## src/rtl/tls_pkg.sv

```systemverilog
// Shared types and constants for the traffic-light request controller.
// Provides the FSM state enum, config address map and duration helpers.
package tls_pkg;

    localparam int DUR_W = 4;

    typedef enum logic [2:0] {
        ST_INIT,
        ST_IDLE,
        ST_SET_P,
        ST_JUMP_P,
        ST_COOL
    } state_t;

    localparam logic [1:0] ADDR_G = 2'd0;
    localparam logic [1:0] ADDR_Y = 2'd1;
    localparam logic [1:0] ADDR_R = 2'd2;

    // A duration set is loadable only if no phase would be zero length.
    function automatic logic dur_ok(
        input logic [DUR_W-1:0] g,
        input logic [DUR_W-1:0] y,
        input logic [DUR_W-1:0] r
    );
        return (g != '0) && (y != '0) && (r != '0);
    endfunction

endpackage

```

## src/rtl/tls_btn_debounce.sv

```systemverilog
// Button conditioner: 2-flop sync, stability debounce, rising-edge detect.
// Ports: clk, reset (async high), btn (raw), press (1-cycle pulse).
module tls_btn_debounce #(
    parameter int DEB_CYCLES = 4
) (
    input  logic clk,
    input  logic reset,
    input  logic btn,
    output logic press
);

    localparam int CW = $clog2(DEB_CYCLES + 1);

    logic          s1;
    logic          s2;
    logic          last;
    logic          level;
    logic          level_q;
    logic [CW-1:0] cnt;
    logic          stable;

    assign stable = (s2 == last);
    assign press  = level & ~level_q;

    // cnt counts cycles the synced level has matched its previous value;
    // when it reaches DEB_CYCLES-2 the level has been seen DEB_CYCLES times.
    always_ff @(posedge clk or posedge reset) begin
        if (reset) begin
            s1      <= 1'b0;
            s2      <= 1'b0;
            last    <= 1'b0;
            level   <= 1'b0;
            level_q <= 1'b0;
            cnt     <= '0;
        end else begin
            s1      <= btn;
            s2      <= s1;
            last    <= s2;
            level_q <= level;
            if (!stable)
                cnt <= '0;
            else if (cnt != CW'(DEB_CYCLES - 1))
                cnt <= cnt + CW'(1);
            if (stable && cnt == CW'(DEB_CYCLES - 2))
                level <= s2;
        end
    end

endmodule

```

## src/rtl/tls_request_ctrl.sv

```systemverilog
// Command stage ahead of the light sequencer: owns G/Y/R durations and
// turns config commits, pedestrian/emergency/maintenance inputs into
// Set/Jump/Stop. Inputs: cfg_*, ped_btn, emg_req, maint_hold, Gout/Yout/Rout.
// Outputs: Set, Jump, Stop, Gin/Yin/Rin, ped_ack, cfg_err (all registered).
module tls_request_ctrl
    import tls_pkg::*;
#(
    parameter int               DEB_CYCLES = 4,
    parameter int               MIN_GREEN  = 8,
    parameter int               COOLDOWN   = 16,
    parameter logic [DUR_W-1:0] DEF_G      = 4'd5,
    parameter logic [DUR_W-1:0] DEF_Y      = 4'd2,
    parameter logic [DUR_W-1:0] DEF_R      = 4'd6
) (
    input  logic             clk,
    input  logic             reset,
    input  logic             cfg_we,
    input  logic [1:0]       cfg_addr,
    input  logic [DUR_W-1:0] cfg_wdata,
    input  logic             cfg_commit,
    input  logic             ped_btn,
    input  logic             emg_req,
    input  logic             maint_hold,
    input  logic             Gout,
    input  logic             Yout,
    input  logic             Rout,
    output logic             Set,
    output logic             Jump,
    output logic             Stop,
    output logic [DUR_W-1:0] Gin,
    output logic [DUR_W-1:0] Yin,
    output logic [DUR_W-1:0] Rin,
    output logic             ped_ack,
    output logic             cfg_err
);

    localparam int CCW = $clog2(COOLDOWN + 1);

    state_t           state;
    logic [DUR_W-1:0] stg_g, stg_y, stg_r;
    logic [7:0]       green_cnt;
    logic [CCW-1:0]   cool_cnt;
    logic             emg_s1, emg_sync, emg_d;
    logic             maint_s1, maint_sync;
    logic             ped_press, ped_pending, emg_pend, commit_pend;

    logic stg_ok, emg_rise, emg_want, ped_want, jump_req;
    logic can_set, do_set, do_jump, set_nxt, err_now, ack_now, stop_nxt;

    // Yellow never gates a decision; kept on the port for a symmetric link.
    logic unused_yout;
    assign unused_yout = Yout;

    tls_btn_debounce #(.DEB_CYCLES(DEB_CYCLES)) u_ped_deb (
        .clk   (clk),
        .reset (reset),
        .btn   (ped_btn),
        .press (ped_press)
    );

    assign stg_ok   = dur_ok(stg_g, stg_y, stg_r);
    assign emg_rise = emg_sync & ~emg_d;
    assign emg_want = (emg_rise | emg_pend) & ~Rout;
    assign ped_want = ped_pending & Gout & (green_cnt >= 8'(MIN_GREEN));
    assign jump_req = emg_want | ped_want;

    // Commits are served in IDLE and COOL; elsewhere a valid one is parked.
    assign can_set  = (state == ST_IDLE) || (state == ST_COOL);
    assign do_set   = can_set & (cfg_commit | commit_pend) & stg_ok;
    assign do_jump  = (state == ST_IDLE) & jump_req & ~do_set;
    assign set_nxt  = do_set | (state == ST_INIT);
    assign err_now  = ~stg_ok & (cfg_commit | (commit_pend & can_set));
    assign ack_now  = (do_jump & ped_want) | (ped_pending & Rout);
    assign stop_nxt = (maint_sync | (emg_sync & Rout)) & ~set_nxt & ~do_jump;

    always_ff @(posedge clk or posedge reset) begin
        if (reset) begin
            emg_s1     <= 1'b0;
            emg_sync   <= 1'b0;
            emg_d      <= 1'b0;
            maint_s1   <= 1'b0;
            maint_sync <= 1'b0;
        end else begin
            emg_s1     <= emg_req;
            emg_sync   <= emg_s1;
            emg_d      <= emg_sync;
            maint_s1   <= maint_hold;
            maint_sync <= maint_s1;
        end
    end

    always_ff @(posedge clk or posedge reset) begin
        if (reset) begin
            state       <= ST_INIT;
            stg_g       <= DEF_G;
            stg_y       <= DEF_Y;
            stg_r       <= DEF_R;
            Gin         <= DEF_G;
            Yin         <= DEF_Y;
            Rin         <= DEF_R;
            green_cnt   <= '0;
            cool_cnt    <= '0;
            ped_pending <= 1'b0;
            emg_pend    <= 1'b0;
            commit_pend <= 1'b0;
            Set         <= 1'b0;
            Jump        <= 1'b0;
            Stop        <= 1'b0;
            ped_ack     <= 1'b0;
            cfg_err     <= 1'b0;
        end else begin
            Set     <= set_nxt;
            Jump    <= do_jump;
            Stop    <= stop_nxt;
            ped_ack <= ack_now;
            cfg_err <= err_now;

            if (cfg_we) begin
                case (cfg_addr)
                    ADDR_G:  stg_g <= cfg_wdata;
                    ADDR_Y:  stg_y <= cfg_wdata;
                    ADDR_R:  stg_r <= cfg_wdata;
                    default: ;
                endcase
            end

            if (do_set) begin
                Gin <= stg_g;
                Yin <= stg_y;
                Rin <= stg_r;
            end

            if (can_set)
                commit_pend <= 1'b0;
            else if (cfg_commit && stg_ok)
                commit_pend <= 1'b1;

            if (!Gout)
                green_cnt <= '0;
            else if (green_cnt != 8'hFF)
                green_cnt <= green_cnt + 8'd1;

            if (ped_press)
                ped_pending <= 1'b1;
            else if (ack_now)
                ped_pending <= 1'b0;

            if (!emg_sync || do_jump)
                emg_pend <= 1'b0;
            else if (emg_rise)
                emg_pend <= 1'b1;

            case (state)
                ST_INIT:   state <= ST_SET_P;
                ST_IDLE: begin
                    if (do_set)
                        state <= ST_SET_P;
                    else if (do_jump)
                        state <= ST_JUMP_P;
                end
                ST_SET_P:  state <= ST_IDLE;
                ST_JUMP_P: begin
                    state    <= ST_COOL;
                    cool_cnt <= CCW'(COOLDOWN - 1);
                end
                ST_COOL: begin
                    if (cool_cnt == '0)
                        state <= ST_IDLE;
                    else
                        cool_cnt <= cool_cnt - CCW'(1);
                end
                default:   state <= ST_INIT;
            endcase
        end
    end

endmodule
```

## config.mk

```make
export PLATFORM = sky130hd
export DESIGN_NAME = tls_request_ctrl
export DESIGN_NICKNAME = d
export VERILOG_FILES = /design/src/rtl/tls_pkg.sv /design/src/rtl/tls_btn_debounce.sv /design/src/rtl/tls_request_ctrl.sv
export SDC_FILE = /design/constraint.sdc
export NUM_CORES = 1
export LEC_CHECK = 0
export ABC_CLOCK_PERIOD_IN_PS = 3000
export CAP_MARGIN = 20
export CORE_MARGIN = 3
export CORE_UTILIZATION = 40
export DETAILED_ROUTE_END_ITERATION = 8
export GPL_TIMING_DRIVEN = 1
export HOLD_SLACK_MARGIN = 0.12
export PLACE_DENSITY = 0.7
export SYNTH_ARGS = -nofsm -noshare
export SYNTH_HDL_FRONTEND = slang
export SYNTH_SLANG_ARGS = --single-unit
```

## constraint.sdc

```tcl
create_clock -name clk -period 3 [get_ports clk]
set_input_delay 0.45 -clock clk [delete_from_list [all_inputs] [get_ports clk]]
set_output_delay 0.45 -clock clk [all_outputs]
set_load 0.02 [all_outputs]
```

==> flow_summary.json <==
{
  "syn-instance-count": 204,
  "criticalPathCategory": "reg2out",
  "worst_slew_margin_rel_pct": 49.2,
  "synthArstFlopShare_pct": 100,
  "synthDistinctLibCells": 47,
  "clkPwrFrac_pct": 28.0,
  "total_power_mw": 2.93,
  "synth_top_area_share_pct": 49.4,
  "ant_nets": 0,
  "syn_area_um2": 2580,
  "io_buffers": 31,
  "dp_hpwl_um": 2980,
  "r2r-start": "cool_cnt[0]",
  "synth_edf_count": 0,
  "ys.flop_type": "dfrtp_1",
  "routedWlPerCell_um": 13.6,
  "clockRootBuffer": "clkbuf_8",
  "critPathTopFamily": "buffers and inverters",
  "grt_max_degree": 62,
  "layout-drive-gt1-share_pct": 23.6,
  "yosysMostFrequentCell": "dfrtp_1",
  "antenna_found_initial": 0,
  "finalClockSkew_ns": 0.00812,
  "ys_seq_elements": 61,
  "finalSetupViolations": 0,
  "synth.area.top_cells": "dfrtp_1 (49%), dfstp_2 (10%), mux2_2 (9.6%)",
  "syn-num-nets": 227,
  "cp_slowest_cell": "clkdlybuf4s50_1",
  "power.switching_mw": 0.871,
  "critPathBufInv": 1,
  "cts_sinks": 61,
  "ys_warn_count": 0,
  "endpoint_kind": "primary output",
  "cts_resized": 0,
  "die_h_um": 86.4,
  "final_cells": 325,
  "hold_viol_final": 0,
  "r2r_cells": 6,
  "timing.final.ws_setup_ns": 1.08,
  "max_cap_viol_count": 0,
  "pin_count": 33,
  "dp.cells": 309,
  "power_frac_seq_pct": 41.5,
  "drt_iter0_markers": 107,
  "rows": 28,
  "cp.depth": 1,
  "path_clk_slew_ns": 0.06,
  "netSwitchingFraction_pct": 29.7,
  "cpPeakStageDelay_ns": 0.61,
  "cp-endpoint": "Rin[2]",
  "postCtsSetupBuffers": 0,
  "drc_errors": 0,
  "min_period_ns": 1.92,
  "leakage_nw": 1.40,
  "combPwrFrac_pct": 30.5,
  "min_path_type": "reg2reg",
  "grt_pass1_vias": 1682,
  "reg2reg_to": "cool_cnt[1]",
  "crit_path_max_fanout": 2,
  "die_w_um": 86.4,
  "cts_tree": "done",
  "place.gp.congestion": 0.815,
  "hold_buffers": 0,
  "peakVddDrop_uv": 533,
  "htreeDepth": 3,
  "tns_ns": 0,
  "status": "finished clean",
  "yosys-top-cells-count": "dfrtp_1 (51), mux2_2 (22), nor2_1 (19)",
  "crit_start": "Rin[2]",
  "dieArea_um2": 7460,
  "r2r_slack_ns": 1.26,
  "antenna_cells": 0,
  "numCtsBuffers": 9,
  "start_kind": "flop",
  "fmax_mhz": 520,
  "worstMarginPinSlew_ns": 0.762,
  "stdcell_area_um2": 3210,
  "dr.pass1.iters": 4,
  "critical_path_arrival_ns": 1.47,
  "core_um2": 6100,
  "cp_cell_sequence": "clkdlybuf4s50_1",
  "via_count": 1638,
  "grt_pass1_wl_um": 7810,
  "worstPathRequired_ns": 2.55,
  "synth_area_leader_cell": "dfrtp_1",
  "power_density_nw_per_um2": 913,
  "post-route-period-util_pct": 64.1,
  "power.internal_mw": 2.06,
  "synthToLayoutAreaGrowth_pct": 24.2,
  "start_util_pct": 42.4,
  "slew_viol_final": 0,
  "fin_nets": 268,
  "avgSynthCellArea_um2": 12.7,
  "preCtsSetupSlack_ns": 0.990,
  "place_area_um2": 2980,
  "clk_latency_ns": 0.33,
  "clockBufferDepth": 2,
  "gr-total-overflow": 0,
  "grt_util_all_layers_pct": 13.5,
  "routed_wl_um": 4430,
  "viasPerCell": 5.04,
  "seq_area_frac_synth_pct": 59.6,
  "rsz0062_at_grt": "no"
}
[cells by family after synthesis]
group / count (synthesis) / share of synthesized area, %
and+or+nand+nor: 61 / 12.7
DFF: 61 / 59.6
muxes: 27 / 12.3
AOI/OAI and AO/OA: 25 / 6.78
buffers and inverters: 15 / 2.52
xor gates and xnor gates: 8 / 2.71
adders and majority gates: 7 / 3.39
[cell type report]
type                       count  area, µm²
clock buffer                  13        159
clock inverter                 3       67.6
timing repair buffer          33        325
sequential                    61       1540
inverter                      12       45.0
multi-input combinational    128        978
tap                           75       93.8
fill                         537       2890
[stage by stage]
step	utilization [%]	hold slack [ns]
6_report	52.6	0.347
3_5_place_dp	48.9	0.335
4_1_cts	52.6	0.349
3_3_place_gp	48.9	0.336
5_1_grt	52.6	0.355
2_1_floorplan	-	0.331
[layout by cell type (no fill, tap or decap), drive strengths merged, types with 2 or more instances in the layout]
| cell | count |
|---|---|
| and3 | 2 |
| nor2 | 19 |
| o31ai | 2 |
| nand3 | 7 |
| a31oi | 2 |
| xnor2 | 3 |
| clkdlybuf4s50 | 31 |
| a21oi | 6 |
| dfstp | 10 |
| inv | 12 |
| nand2 | 11 |
| nand4 | 2 |
| nor3b | 3 |
| a21o | 2 |
| nor3 | 5 |
| dfrtp | 51 |
| mux2 | 26 |
| nor4 | 3 |
| buf | 2 |
| clkbuf | 13 |
| bufinv | 2 |
| xor2 | 5 |
| ha | 7 |
| o21ai | 2 |
| nand3b | 3 |
[power groups by stage]
stage | Combinational, mW | Sequential, mW | Clock, mW
after floorplan | 0.486 | 1.32 | 0
after global placement | 0.889 | 1.23 | 0
after detailed placement | 0.903 | 1.23 | 0
after CTS | 0.908 | 1.22 | 0.840
after global routing | 0.983 | 1.25 | 0.881
final | 0.894 | 1.22 | 0.820
[flip-flops by register name, summed over array words and instances (netlist names), 3 cells and up]
register / count
stg_y: 4
Yin: 4
green_cnt: 8
u_ped_deb.cnt: 3
cool_cnt: 5
Rin: 4
state: 3
stg_g: 4
Gin: 4
stg_r: 4
[layer usage]
| layer | track usage (%) | share of wire (%) | vias to the layer above |
|---|---|---|---|
| li1 | - | - | 805 |
| met1 | 18.5 | 50 | 800 |
| met2 | 19.3 | 44 | 29 |
| met3 | 4.75 | 4.8 | 4 |
| met4 | 5.52 | 1.2 | 0 |
| met5 | 0 | 0 | - |
[worst min path at each step]
stage	startpoint	depth (start not counted)	slack, ns	endpoint
floorplan	emg_s1	0	0.33	emg_sync
global placement	maint_s1	0	0.34	maint_sync
finish	maint_s1	0	0.35	maint_sync
CTS	emg_s1	0	0.35	emg_sync
detailed placement	emg_s1	0	0.33	emg_sync
global route	emg_s1	0	0.36	emg_sync
No activity file was read; power rests on OpenSTA's default activity.
